$ cat config.mk
export PLATFORM = sky130hd
export DESIGN_NAME = quad_select_arbiter_flat
export DESIGN_NICKNAME = d
export VERILOG_FILES = /design/src/rtl/quad_select_arbiter_if.sv /design/src/rtl/quad_select_arbiter.sv /design/src/flat_wrapper.sv
export SDC_FILE = /design/constraint.sdc
export NUM_CORES = 1
export LEC_CHECK = 0
export BUFFER_PORTS_ARGS = -buffer_cell sky130_fd_sc_hd__buf_4
export CORE_UTILIZATION = 28
export CTS_CLUSTER_DIAMETER = 30
export CTS_CLUSTER_SIZE = 40
export DETAILED_ROUTE_END_ITERATION = 10
export HOLD_SLACK_MARGIN = 0.08
export SYNTH_ARGS = -nofsm -noshare
export SYNTH_HDL_FRONTEND = slang
export SYNTH_HIERARCHICAL = 1
export SYNTH_SLANG_ARGS = --single-unit
$ cat constraint.sdc
create_clock -name clk -period 1.3 [get_ports clk]
set_input_delay 0.13 -clock clk [delete_from_list [all_inputs] [get_ports clk]]
set_output_delay 0.13 -clock clk [all_outputs]
set_load 0.005 [all_outputs]
$ cat src/rtl/quad_select_arbiter_if.sv
// Handshake bundle between the cell-update engines and the quad select arbiter.
// The master modport is the requester side; the slave modport is the arbiter.
interface quad_select_arbiter_if;
  logic [3:0] req;
  logic       done;
  logic       grant_valid;
  logic [1:0] grant_sel;
  logic       grant_00;
  logic       grant_01;
  logic       grant_10;
  logic       grant_11;
  logic       timeout;

  modport master (
    output req, done,
    input  grant_valid, grant_sel, grant_00, grant_01, grant_10, grant_11, timeout
  );

  modport slave (
    input  req, done,
    output grant_valid, grant_sel, grant_00, grant_01, grant_10, grant_11, timeout
  );
endinterface

$ cat src/rtl/quad_select_arbiter.sv
// Round-robin arbiter sharing one 2-to-4 board-bank decoder among 4 requesters.
// A grant is held until the owner pulses done or drops its request; one dead
// cycle always separates two grants.
// Optional feature: define QUAD_ARB_TIMEOUT_EN to force release after HOLD_LIMIT
// cycles of ownership and pulse timeout for one cycle.

// Shared 2-to-4 bank-select decoder (val_in -> one-hot val_xx).
module quad_select_decoder (
  input  logic [1:0] val_in,
  output logic       val_00,
  output logic       val_01,
  output logic       val_10,
  output logic       val_11
);
  assign val_00 = (val_in == 2'b00);
  assign val_01 = (val_in == 2'b01);
  assign val_10 = (val_in == 2'b10);
  assign val_11 = (val_in == 2'b11);
endmodule

module quad_select_arbiter #(
  parameter int HOLD_LIMIT = 16
) (
  input  logic                  clk,
  input  logic                  reset,
  quad_select_arbiter_if.slave  bus
);

  typedef enum logic {IDLE, GRANT} state_t;

  state_t     state;
  logic       valid_q;
  logic [1:0] sel_q;
  logic [1:0] last_sel;
  logic       timeout_q;
  logic [1:0] next_sel;
  logic [1:0] probe;
  logic       release_now;
  logic       limit_hit;
  logic       dec_00, dec_01, dec_10, dec_11;

  // Round-robin pick: first requester after last_sel (offsets 1..4); scanning
  // offsets downward lets the nearest set bit overwrite farther ones.
  always_comb begin
    next_sel = last_sel;
    probe    = last_sel;
    for (int k = 4; k >= 1; k--) begin
      probe = last_sel + 2'(k);
      if (bus.req[probe]) next_sel = probe;
    end
  end

  // Owner lets go either explicitly or by withdrawing its request.
  assign release_now = bus.done || !bus.req[sel_q];

`ifdef QUAD_ARB_TIMEOUT_EN
  localparam int CW = $clog2(HOLD_LIMIT) + 1;
  logic [CW-1:0] hold_cnt;

  assign limit_hit = (state == GRANT) && (hold_cnt == CW'(HOLD_LIMIT - 1));

  // Ownership-age counter: zero on the first GRANT cycle, counts while held.
  always_ff @(posedge clk or posedge reset) begin
    if (reset) begin
      hold_cnt <= '0;
    end else if (state == IDLE) begin
      hold_cnt <= '0;
    end else if (!release_now && !limit_hit) begin
      hold_cnt <= hold_cnt + CW'(1);
    end
  end
`else
  assign limit_hit = 1'b0;
`endif

  // Arbitration FSM with registered grant, owner index and timeout pulse.
  // NOTE: reset is asynchronous so the grant drops the instant reset rises,
  // without waiting for a clock edge.
  always_ff @(posedge clk or posedge reset) begin
    if (reset) begin
      state     <= IDLE;
      valid_q   <= 1'b0;
      sel_q     <= 2'b00;
      last_sel  <= 2'b11;
      timeout_q <= 1'b0;
    end else begin
      // NOTE: all state here uses non-blocking assignments so every register
      // sees pre-edge values regardless of statement order.
      timeout_q <= 1'b0;
      unique case (state)
        IDLE: begin
          if (|bus.req) begin
            sel_q   <= next_sel;
            valid_q <= 1'b1;
            state   <= GRANT;
          end else begin
            valid_q <= 1'b0;
          end
        end
        GRANT: begin
          if (release_now || limit_hit) begin
            last_sel  <= sel_q;
            valid_q   <= 1'b0;
            state     <= IDLE;
            timeout_q <= !release_now;
          end
        end
      endcase
    end
  end

  quad_select_decoder u_dec (
    .val_in (sel_q),
    .val_00 (dec_00),
    .val_01 (dec_01),
    .val_10 (dec_10),
    .val_11 (dec_11)
  );

  assign bus.grant_valid = valid_q;
  assign bus.grant_sel   = sel_q;
  assign bus.grant_00    = dec_00 & valid_q;
  assign bus.grant_01    = dec_01 & valid_q;
  assign bus.grant_10    = dec_10 & valid_q;
  assign bus.grant_11    = dec_11 & valid_q;
  assign bus.timeout     = timeout_q;

endmodule

$ cat src/flat_wrapper.sv
// flat-port wrapper written by rule: the top's interface ports become plain ports
module quad_select_arbiter_flat 
#(
  parameter int HOLD_LIMIT = 16
)
  (clk, reset, bus_req, bus_done, bus_grant_valid, bus_grant_sel, bus_grant_00, bus_grant_01, bus_grant_10, bus_grant_11, bus_timeout);
  quad_select_arbiter_if bus_i ();
  input  logic clk;
  input  logic reset;
  input wire logic [$bits(bus_i.req)-1:0] bus_req;
  input wire logic [$bits(bus_i.done)-1:0] bus_done;
  output wire logic [$bits(bus_i.grant_valid)-1:0] bus_grant_valid;
  output wire logic [$bits(bus_i.grant_sel)-1:0] bus_grant_sel;
  output wire logic [$bits(bus_i.grant_00)-1:0] bus_grant_00;
  output wire logic [$bits(bus_i.grant_01)-1:0] bus_grant_01;
  output wire logic [$bits(bus_i.grant_10)-1:0] bus_grant_10;
  output wire logic [$bits(bus_i.grant_11)-1:0] bus_grant_11;
  output wire logic [$bits(bus_i.timeout)-1:0] bus_timeout;
  assign bus_i.req = bus_req;
  assign bus_i.done = bus_done;
  assign bus_grant_valid = bus_i.grant_valid;
  assign bus_grant_sel = bus_i.grant_sel;
  assign bus_grant_00 = bus_i.grant_00;
  assign bus_grant_01 = bus_i.grant_01;
  assign bus_grant_10 = bus_i.grant_10;
  assign bus_grant_11 = bus_i.grant_11;
  assign bus_timeout = bus_i.timeout;
  quad_select_arbiter #(.HOLD_LIMIT(HOLD_LIMIT)) u_core (.clk(clk), .reset(reset), .bus(bus_i));
endmodule
### After elaboration in Yosys (flattened, before gate mapping)

Index checks and enable logic that the tools add are counted.

* register bits: 7
* bits in latches: 0
* RAM bits: 0
* ROM bits: 0
* input port bits: 7
* output and inout port bits: 8
* word-level logic and storage cells: 46
* memories kept: 0

* add/sub/neg operators: 3
* multipliers: 0
* div/mod/pow operators: 0
* $lt $le $gt $ge: 4
* equality and inequality tests: 4
* shift operators: 0
* multiplexer cells: 18
* bitwise operators: 5
* reductions and logical operators: 7

Operator list (count)
* 2-bit by 3-bit < comparator with 1-bit output, second input constant: 4
* 1-bit two-way mux: 9
* 1-bit binary-select mux with 2-bit select: 4
* 2-bit two-way mux: 3
* 2-bit adder, second input constant: 2
* 1-bit bitwise AND: 4
* 2-bit == test, second input constant: 2
* 1-bit one-hot mux with 2 select lines: 2
* 2-bit AND reduction: 2
* 4-bit OR reduction: 1
* 2-bit by 1-bit adder with 2-bit output, second input constant: 1
* 2-bit by 1-bit == test with 1-bit output, second input constant: 1
* 1-bit logical NOT: 2
* 2-bit logical NOT: 1
* 2-bit != test, second input constant: 1
* 1-bit logical OR: 1
* 1-bit inverter: 1

### Depth between registers and ports, before layout

Gate-level depths: netlist (run 1).

* word-level depth: 7
* gate-level depth with buffers: 4
* gate-level depth less buffers: 4

### Hierarchy

Netlist (run 1), hierarchy kept.

Modules (own cells, without submodules)
* quad_select_arbiter: times used 1, cells an instance 44, area each 385.4 µm², seq. area each 152.6 µm²
* quad_select_decoder: times used 1, cells an instance 4, area each 26.3 µm², seq. area each 0.0 µm²

### Worst setup path after synthesis (run 1)

OpenSTA, ideal clock, no wires.

* kind: register to register
* start point: register u_core.sel_q[0], in the netlist u_core/bus.grant_sel[0]
* end point: register u_core.valid_q, in the netlist u_core/bus.grant_valid
* setup time: 0.119 ns
* data arrival time: 1.101 ns
* required time: 1.181 ns
* setup slack: 0.080 ns
* stages on the path, launching flop included: 5
* path buffers: 0
* period minus slack after synthesis: 1.220 ns
* cell sequence: dfrtp_1 mux2i_1 o22ai_2 a21o_1 o21a_1

* word-level cells in the longest chain between the ends: 5

Ends and longest elaborated chain
* start: declaration: line quad_select_arbiter.sv:33 `logic [1:0] sel_q;`
* start signal: assignment: line quad_select_arbiter.sv:93 `sel_q <= next_sel;`
* 1-bit binary-select mux with 2-bit select: line quad_select_arbiter.sv:54 `assign release_now = bus.done || !bus.req[sel_q];`
* 1-bit two-way mux (implied by the code): line quad_select_arbiter.sv:54
* 1-bit logical NOT: line quad_select_arbiter.sv:54
* 1-bit logical OR: line quad_select_arbiter.sv:54
* 2-bit != test (no line)
* end signal: assignment: line quad_select_arbiter.sv:82 `valid_q <= 1'b0;`
* end signal: assignment: line quad_select_arbiter.sv:94 `valid_q <= 1'b1;`
* end signal: assignment: line quad_select_arbiter.sv:97 `valid_q <= 1'b0;`
* end: declaration: line quad_select_arbiter.sv:32 `logic valid_q;`

No other way between the ends. The select of a mux whose other input is x is not followed.
A chain may end at the register's enable or synchronous reset.

### Worst setup path in the final report (run 1)

* start point: register u_core.sel_q[0], in the netlist u_core/bus.grant_sel[0]
* end point: output port bus_grant_01

* word-level cells in the longest chain between the ends: 2

Ends and longest elaborated chain
* 2-bit by 1-bit == test with 1-bit output: line quad_select_arbiter.sv:16 `assign val_01 = (val_in == 2'b01);`
* net u_core.dec_01: line quad_select_arbiter.sv:40 `logic dec_00, dec_01, dec_10, dec_11;`
* 1-bit bitwise AND: line quad_select_arbiter.sv:123 `assign bus.grant_01 = dec_01 & valid_q;`
* end: declaration: line flat_wrapper.sv:15 `output wire logic [$bits(bus_i.grant_01)-1:0] bus_grant_01;`

The timed path passes the listed nets, and every way through them passes these cells.

==> results.md, run 1 <==
Run status:
- The run finished with clean final reports.

Clock network:
- The total CTS buffers is 3.
- The CTS root buffer is sky130_fd_sc_hd__clkbuf_4.
- After clock tree synthesis, the clock-pin slew on the worst setup and hold paths is 40 ps.
- Counting along the longest clock path gives a buffer depth of 2.
- CTS built an H-tree with a depth of 1.
- TritonCTS built the clock tree.
- At the later pin of the worst-skew pair, clock insertion delay measures 240 ps.
- The number of clock sinks seen by CTS is 6.

Place:
- In this run the tool buffered the top-level ports with 13 buffer cells.
- The post-detailed-placement half-perimeter wirelength is 752 um.
- In this run, placement finished with an instance count of around 80.
- Routability-driven placement finished with a final weighted congestion of just under 0.8.

Power:
- The part of the power in combinational logic is 56.8%.
- The sequential fraction of design power is 30.5%.
- VDD sags by at most 0.948 mV.
- In this run the power spent charging and discharging nets is 504 uW.
- In this run switching power makes up between 30% and 40% of total power.
- The analysis attributes to cell leakage a power of 0.000290 uW.
- Power spread over the standard cell area amounts to 2260 nW/um2.
- Internal power comes to 894 uW.
- The power share of the clock group is 12.7%.

STA:
- The final max-slew violation count is 0.
- The highest attainable clock frequency is 779 MHz.
- The number of hold violations in the final report is 0.
- Setup violations remaining at the end of the flow were counted as 0.
- Setup repair after global routing could not meet its margin everywhere.
- The worst path uses 98.8% of the clock period.
- The worst path in the final design needs a cycle of 1280 ps, including I/O delays and setup.
- For the final database, setup skew stands at about 7.3 ps.

Cells and area:
- The number of antenna diodes in the final layout is 0.
- The net count reported at finish is just under 80.
- The area growth from synthesis to layout is 50.5%.
- The fraction of final layout cells sized beyond drive strength 1 is 47.1%.
- The layout has ~140 filler cells.
- The number of non-filler instances in the completed layout is 85.
- The final core area utilization is 46.4%.

Routing:
- The detail route stage leaves a number of antenna-violating nets equal to 0.
- Dividing the detail-routed wire length by the instance count gives 11.4 um.
- The first routing iteration left 23 violations.
- The total length of routed wires is 966 um.
- Before antenna repair, the detailed router went through 4 iterations.
- The via total after detailed routing is 417.
- In the routed design, unresolved DRC markers number 0.
- After detailed routing, the number of vias per cell comes to 4.91.

Worst setup path:
- The critical path goes through buf_6 > and2b_2 > and2_4 > buf_6.
- The largest single stage delay on the critical path is 380 ps.
- The buffering stage count on the worst path with inverters included is 2.
- The kind of cell adding the most delay to the critical path is flip-flops.
- The data required time of the worst path is roughly 1200 ps.
- The highest net fanout along the worst path is 5.
- The startpoint class of the critical path is a flop.
- The type of the setup path with the least slack is reg -> out.
- The data arrival at the endpoint of the critical path is ~1200 ps.
- The library cell appearing most often on the critical path is sky130_fd_sc_hd__buf_6.
- For this design, the slowest cell found on the critical path is sky130_fd_sc_hd__dfrtp_1.
- STA classifies the critical path endpoint as an output port.

Flow run:
- The number of max-cap violations is 0.

Floorplan:
- The die width is 40.3 um.
- The total area inside the core boundary comes to around 1300 um2.
- The die covers 1630 um2.
- The initial standard-cell utilization of the core is 30.9%.
- The number of top-level pins is 15.
- The die height is approximately 40 um.
- The number of core rows is 13.

Synthesis:
- Sequential elements use 37.1% of the synthesized area.
- The library cell with the largest summed area after synthesis is sky130_fd_sc_hd__dfrtp_1.
- By area the synthesized netlist is led by sky130_fd_sc_hd__dfrtp_1, sky130_fd_sc_hd__dfstp_2, sky130_fd_sc_hd__and2_1.
- The number of nets in the synthesized netlist is 55.
- The count of warnings emitted by yosys is 6.
- The post-synthesis sequential element count is 6.
- The distinct cell type count after synthesis is 24.
- The average cell area after synthesis is around 8.6 um2.
- The area of the mapped netlist is 412 um2.
- The share of synthesized area in the top cell type comes to 24.3%.
- After technology mapping, the gate count stands at 48.
- The commonest cells after synthesis are sky130_fd_sc_hd__inv_1, sky130_fd_sc_hd__o21ai_0, sky130_fd_sc_hd__and2_1, sky130_fd_sc_hd__dfrtp_1.
- Counting flops with an async set or reset pin after synthesis yields a share of 100%.
- For this run, the leading register cell type out of synthesis is sky130_fd_sc_hd__dfrtp_1.
- The number of enable-type register cells in the synthesized netlist is 0.

Global routing:
- The total overflow left after global routing is 0.
- Across every metal layer, demand over resource in global routing totals 13.2%.
- The initial antenna violation count is 0.
- The via count of the first global-routing pass came to 347.
- The wire length of the first global-routing pass is ~1400 um.
- Entering global routing, the biggest net connects 7 pins.

Hold path:
- The class of the tightest hold or removal check is in -> reg.
[final timing paths]
path / endpoint / slack (ps) / cells after the start / start
worst max-delay path: bus_grant_01 / 20 / 4 / u_core/bus.grant_sel[0]
worst min-delay path: u_core/bus.grant_sel[0] / 250 / 4 / bus_req[2]
worst max register to register: u_core/bus.grant_valid / 40 / 5 / u_core/bus.grant_sel[0]
worst min register to register: u_core/last_sel[1] / 540 / 2 / u_core/last_sel[1]
max in group asynchronous: u_core/last_sel[1] / 680 / 3 / reset
min in group asynchronous: u_core/state / 360 / 3 / reset
[kinds of logic (layout without fill, tap and decap cells)]
logic type	after synthesis	in the layout	synth area share, %
buffers and inverters	6	28	6.38
other	1	1	0.911
AND/OR/NAND/NOR	16	16	21.6
flip-flops	6	6	37.1
multiplexers	2	2	4.86
AO/OA/AOI/OAI	17	17	29.2
[registers in the layout (all words and copies together) (netlist names)]
signal                  cells
u_core/bus.grant_valid      1
u_core/last_sel             2
u_core/bus.grant_sel        2
u_core/state                1
[through the flow]
| stage | worst slack (ps) | TNS, ps | power [uW] | hold slack, ps | instance area (um2) |
|---|---|---|---|---|---|
| 6_report | 16.2 | 0 | 1400 | 254 | 619 |
| 5_1_grt | -15.5 | -15.5 | 1510 | 272 | 619 |
| 4_1_cts | -0.914 | -0.914 | 1350 | 223 | 604 |
| 3_5_place_dp | 109 | 0 | 1090 | 61.0 | 543 |
| 3_3_place_gp | 95.0 | 0 | 1080 | 61.0 | 543 |
| 2_1_floorplan | 80.0 | 0 | 779 | -80.5 | 412 |
[layout make-up]
type | count | area [um2] | share of cell area [%]
Clock buffer | 4 | 26.3 | 4.24
Sequential cell | 6 | 153 | 24.6
Multi-Input combinational cell | 36 | 250 | 40.4
Tap cell | 15 | 18.8 | 3.03
Inverter | 5 | 18.8 | 3.03
Timing Repair Buffer | 19 | 153 | 24.6
[placed cells by master, fill, tap and decap left out]
cell type and count:
sky130_fd_sc_hd__a21oi_1 1, sky130_fd_sc_hd__and2_1 2, sky130_fd_sc_hd__a21o_1 1, sky130_fd_sc_hd__clkbuf_1 1
sky130_fd_sc_hd__o221ai_1 2, sky130_fd_sc_hd__a31oi_2 1, sky130_fd_sc_hd__conb_1 1, sky130_fd_sc_hd__o22ai_2 1
sky130_fd_sc_hd__and2_4 3, sky130_fd_sc_hd__nand2b_1 1, sky130_fd_sc_hd__mux2i_2 2, sky130_fd_sc_hd__dlygate4sd3_1 1
sky130_fd_sc_hd__a31oi_1 1, sky130_fd_sc_hd__clkbuf_4 3, sky130_fd_sc_hd__inv_1 5, sky130_fd_sc_hd__dfrtp_1 4
sky130_fd_sc_hd__and2b_2 1, sky130_fd_sc_hd__o21a_1 1, sky130_fd_sc_hd__or2_1 1, sky130_fd_sc_hd__nand2_1 3
sky130_fd_sc_hd__buf_6 2, sky130_fd_sc_hd__nor2_1 3, sky130_fd_sc_hd__dfstp_2 2, sky130_fd_sc_hd__a21oi_2 1
sky130_fd_sc_hd__o21ai_0 5, sky130_fd_sc_hd__o22ai_1 2, sky130_fd_sc_hd__nor2b_1 2, sky130_fd_sc_hd__a31o_2 1
sky130_fd_sc_hd__buf_4 16
[layer usage]
layer	part of all wire, %	global-route usage [%]
met3	5.7	1.67
met5	0	0
met1	45	17.7
met4	0	7.50
met2	49	20.2
[power by group through the flow]
stage,Clock (uW),Combinational (uW),Sequential [uW]
6_report,177,794,427
5_1_grt,196,873,441
4_1_cts,189,744,419
3_5_place_dp,0,660,427
3_3_place_gp,0,648,431
2_1_floorplan,0,352,428
[worst min-delay path, stage by stage]
cell and delay (ps):
sky130_fd_sc_hd__buf_4 100, sky130_fd_sc_hd__nor2_1 60, sky130_fd_sc_hd__nand2_1 70, sky130_fd_sc_hd__a31oi_1 80
[repair_timing]
action | CTS | global route
endpoints found under the setup margin | 2 | 4
pin swaps | 2 | 0
endpoints found under the hold margin | 6 | 0
hold buffers | 1 | 0
gates resized for setup | 3 | 5
buffers inserted | 2 | 0
(Power assumes the default switching activity.)
==> run 2, diff against run 1 <==
RECOVER_POWER = 50   (was not set)
==> results.md, run 2 (synthesis gave the netlist of run 1 again) <==
Floorplan:
- The area inside the core boundary is 1330 um2 (unchanged).
- The number of core rows is 13 (unchanged).
- The die width is 40.3 um (unchanged).
- The number of top-level pins is 15 (unchanged).
- The area enclosed by the die boundary is 1630 um2 (unchanged).
- The die height is 40.3 um (unchanged).
- The initial standard-cell utilization of the core came to 30.9% (unchanged).

Worst setup path:
- The register-to-register setup slack was 40 ps (about the same).
- The type of element capturing the critical path is an output port.
- The worst register-to-register path begins at u_core/bus.grant_sel[0].
- The logic depth of the worst register-to-register path is 5 (unchanged).
- The highest net fanout along the worst path is 5 (unchanged).
- The data required time of the worst path is 1170 ps (about the same).
- The critical path in this run is classified as reg -> out.
- The data arrival at the endpoint of the critical path is 1150 ps (about the same).
- STA classifies the critical path startpoint as a flop.
- The worst register-to-register path ends at u_core/bus.grant_valid.

Power:
- The maximum vdd drop is 0.947 mV (about the same).
- The power per unit of standard cell area is 2260 nW/um2 (about the same).
- The reported leakage power is 0.000290 uW (about the same).

Cells and area:
- The antenna diode count is 0 (unchanged).
- The number of non-filler instances in the completed layout was 85 (unchanged).
- The final core area utilization is 46.4% (unchanged).
- The layout overhead on the synthesized area came to 50.5% (unchanged).
- The library cells used most frequently in the layout, excluding fill and tap cells, are sky130_fd_sc_hd__buf_4, sky130_fd_sc_hd__inv_1, sky130_fd_sc_hd__o21ai_0, sky130_fd_sc_hd__clkbuf_4, sky130_fd_sc_hd__dfrtp_1.
- The count of fill cells added during filler insertion was 139 (unchanged).
- The fraction of final layout cells sized beyond drive strength 1 was 47.1% (unchanged).
- The net count reported at finish is 78 (unchanged).
- The leading cell type in the layout, fill and taps excluded is sky130_fd_sc_hd__buf_4.

STA:
- The worst clock skew is 7.32 ps (-0.0154 ps).
- Setup repair after global routing could not meet its margin everywhere.
- The slack of the critical path is 16.2 ps (-0.0207 ps).
- The highest attainable clock frequency is 779 MHz (about the same).
- The final critical delay including setup and external delays came to 1280 ps (+0.0207 ps).
- The smallest hold slack came to 255 ps (+0.856 ps).
- The number of hold violations in the final report is 0 (unchanged).
- The share of the clock period used by the worst path is 98.8% (about the same).
- The final max-slew violation count is 0 (unchanged).
- The total setup violations reported at the end of the flow is 0 (unchanged).
- The sum of negative setup slack is 0 ps (unchanged).

Place:
- The global placer's final weighted congestion came to 0.785 (unchanged).
- The post-detailed-placement half-perimeter wirelength came to 752 um (unchanged).
- The number of placed instances, taps included came to 78 (unchanged).
- The pre-CTS setup slack is 109 ps (unchanged).
- The count of input and output buffers is 13 (unchanged).

Run status:
- The run finished with clean final reports.

Clock network:
- The latest clock arrival within the worst-skew pair was 240 ps (about the same).
- The largest buffer count on any clock path came to 2 (unchanged).
- The clock input transition at the sequential cells of the worst setup and hold paths is 40 ps (about the same).
- The number of clock sinks seen by CTS is 6 (unchanged).
- The total CTS buffers is 3 (unchanged).
- The clock tree from TritonCTS is done.
- The tree is rooted in a sky130_fd_sc_hd__clkbuf_4.
- The H-tree level count is 1 (unchanged).

Global routing:
- The overflow left after global routing was 0 (unchanged).
- The initial antenna violation count was 0 (unchanged).
- The via count of the first global-routing pass was 347 (unchanged).
- The overall track demand over capacity in global routing came to 13.2% (unchanged).
- The wire length of the first global-routing pass came to 1400 um (unchanged).
- The largest net degree at the start of global routing is 7 (unchanged).

Routing:
- The routed length per instance is 11.3 um (-0.41%).
- The first-pass iteration count of the detailed router was 4 (unchanged).
- The number of design rule violations left after detail routing is 0 (unchanged).
- The via total after detailed routing came to 419 (+0.48%).
- The post-route antenna net violation count was 0 (unchanged).
- The total length of routed wires came to 962 um (-0.41%).
- The iteration-0 DRC count of the detailed router was 23 (unchanged).
- The post-detailed-route via-to-cell ratio is 4.93 (+0.48%).

Flow run:
- The number of max-cap violations is 0 (unchanged).

Hold path:
- The path with the worst hold slack has its endpoint at u_core/bus.grant_sel[0].
- The startpoint of the tightest hold check path is bus_req[2].
- The depth of the worst hold-timing path came to 4 (unchanged).
- In this run the worst hold path is classified as in -> reg.
run 2: cell types whose count changed in the layout (fill, tap and decap cells not counted):
cell,delta
sky130_fd_sc_hd__buf_4,-1
sky130_fd_sc_hd__clkbuf_4,+1
run 2: cell type report:
class                           count  area (um2)  share of cell area, %
Sequential cell                     6         153                   24.6
Timing Repair Buffer               19         153                   24.6
Inverter                            5        18.8                   3.03
Clock buffer                        4        26.3                   4.24
Tap cell                           15        18.8                   3.03
Multi-Input combinational cell     36         250                   40.4
run 2: what timing repair did:
item                                    in CTS  in global routing
hold buffers                                 1                  0
gates cloned                                 0                  0
resized for setup                            3                  5
endpoints found under the hold margin        6                  0
pin swaps                                    2                  0
setup buffers                                2                  0
endpoints found under the setup margin       2                  4
run 2: worst max path at each step:
stage,from,endpoint,slack [ps],cells after the start
2_1_floorplan,u_core/bus.grant_sel[0],u_core/bus.grant_valid,80,4
3_3_place_gp,u_core/bus.grant_sel[1],u_core/last_sel[1],100,4
6_report,u_core/bus.grant_sel[0],bus_grant_01,20,4
4_1_cts,u_core/bus.grant_sel[0],bus_grant_11,-0.9,4
3_5_place_dp,u_core/bus.grant_sel[0],u_core/bus.grant_valid,110,4
5_1_grt,u_core/bus.grant_sel[0],bus_grant_01,-20,4
run 2: metrics by stage:
stage | total power, uW | area [um2]
5_1_grt | 1510 | 619
3_3_place_gp | 1080 | 543
2_1_floorplan | 779 | 412
4_1_cts | 1350 | 604
3_5_place_dp | 1090 | 543
6_report | 1400 | 619
run 2: critical path, cell delays in order (launching register included):
cell                      delay (ps)
sky130_fd_sc_hd__dfrtp_1         380
sky130_fd_sc_hd__buf_6           130
sky130_fd_sc_hd__and2b_2         180
sky130_fd_sc_hd__and2_4          130
sky130_fd_sc_hd__buf_6           100
run 2: per-layer routing:
layer / track usage, % / share of wire (%) / up-vias
met4: 7.50 / 0 / 0
met3: 1.67 / 5.7 / 0
met2: 20.2 / 50 / 17
met5: 0 / 0 / -
met1: 17.7 / 45 / 192
li1: - / - / 210
run 2: power breakdown:
group | total, uW | switching, uW | internal (uW)
Clock | 177 | 61.4 | 116
Sequential | 427 | 120 | 307
Combinational | 793 | 322 | 471
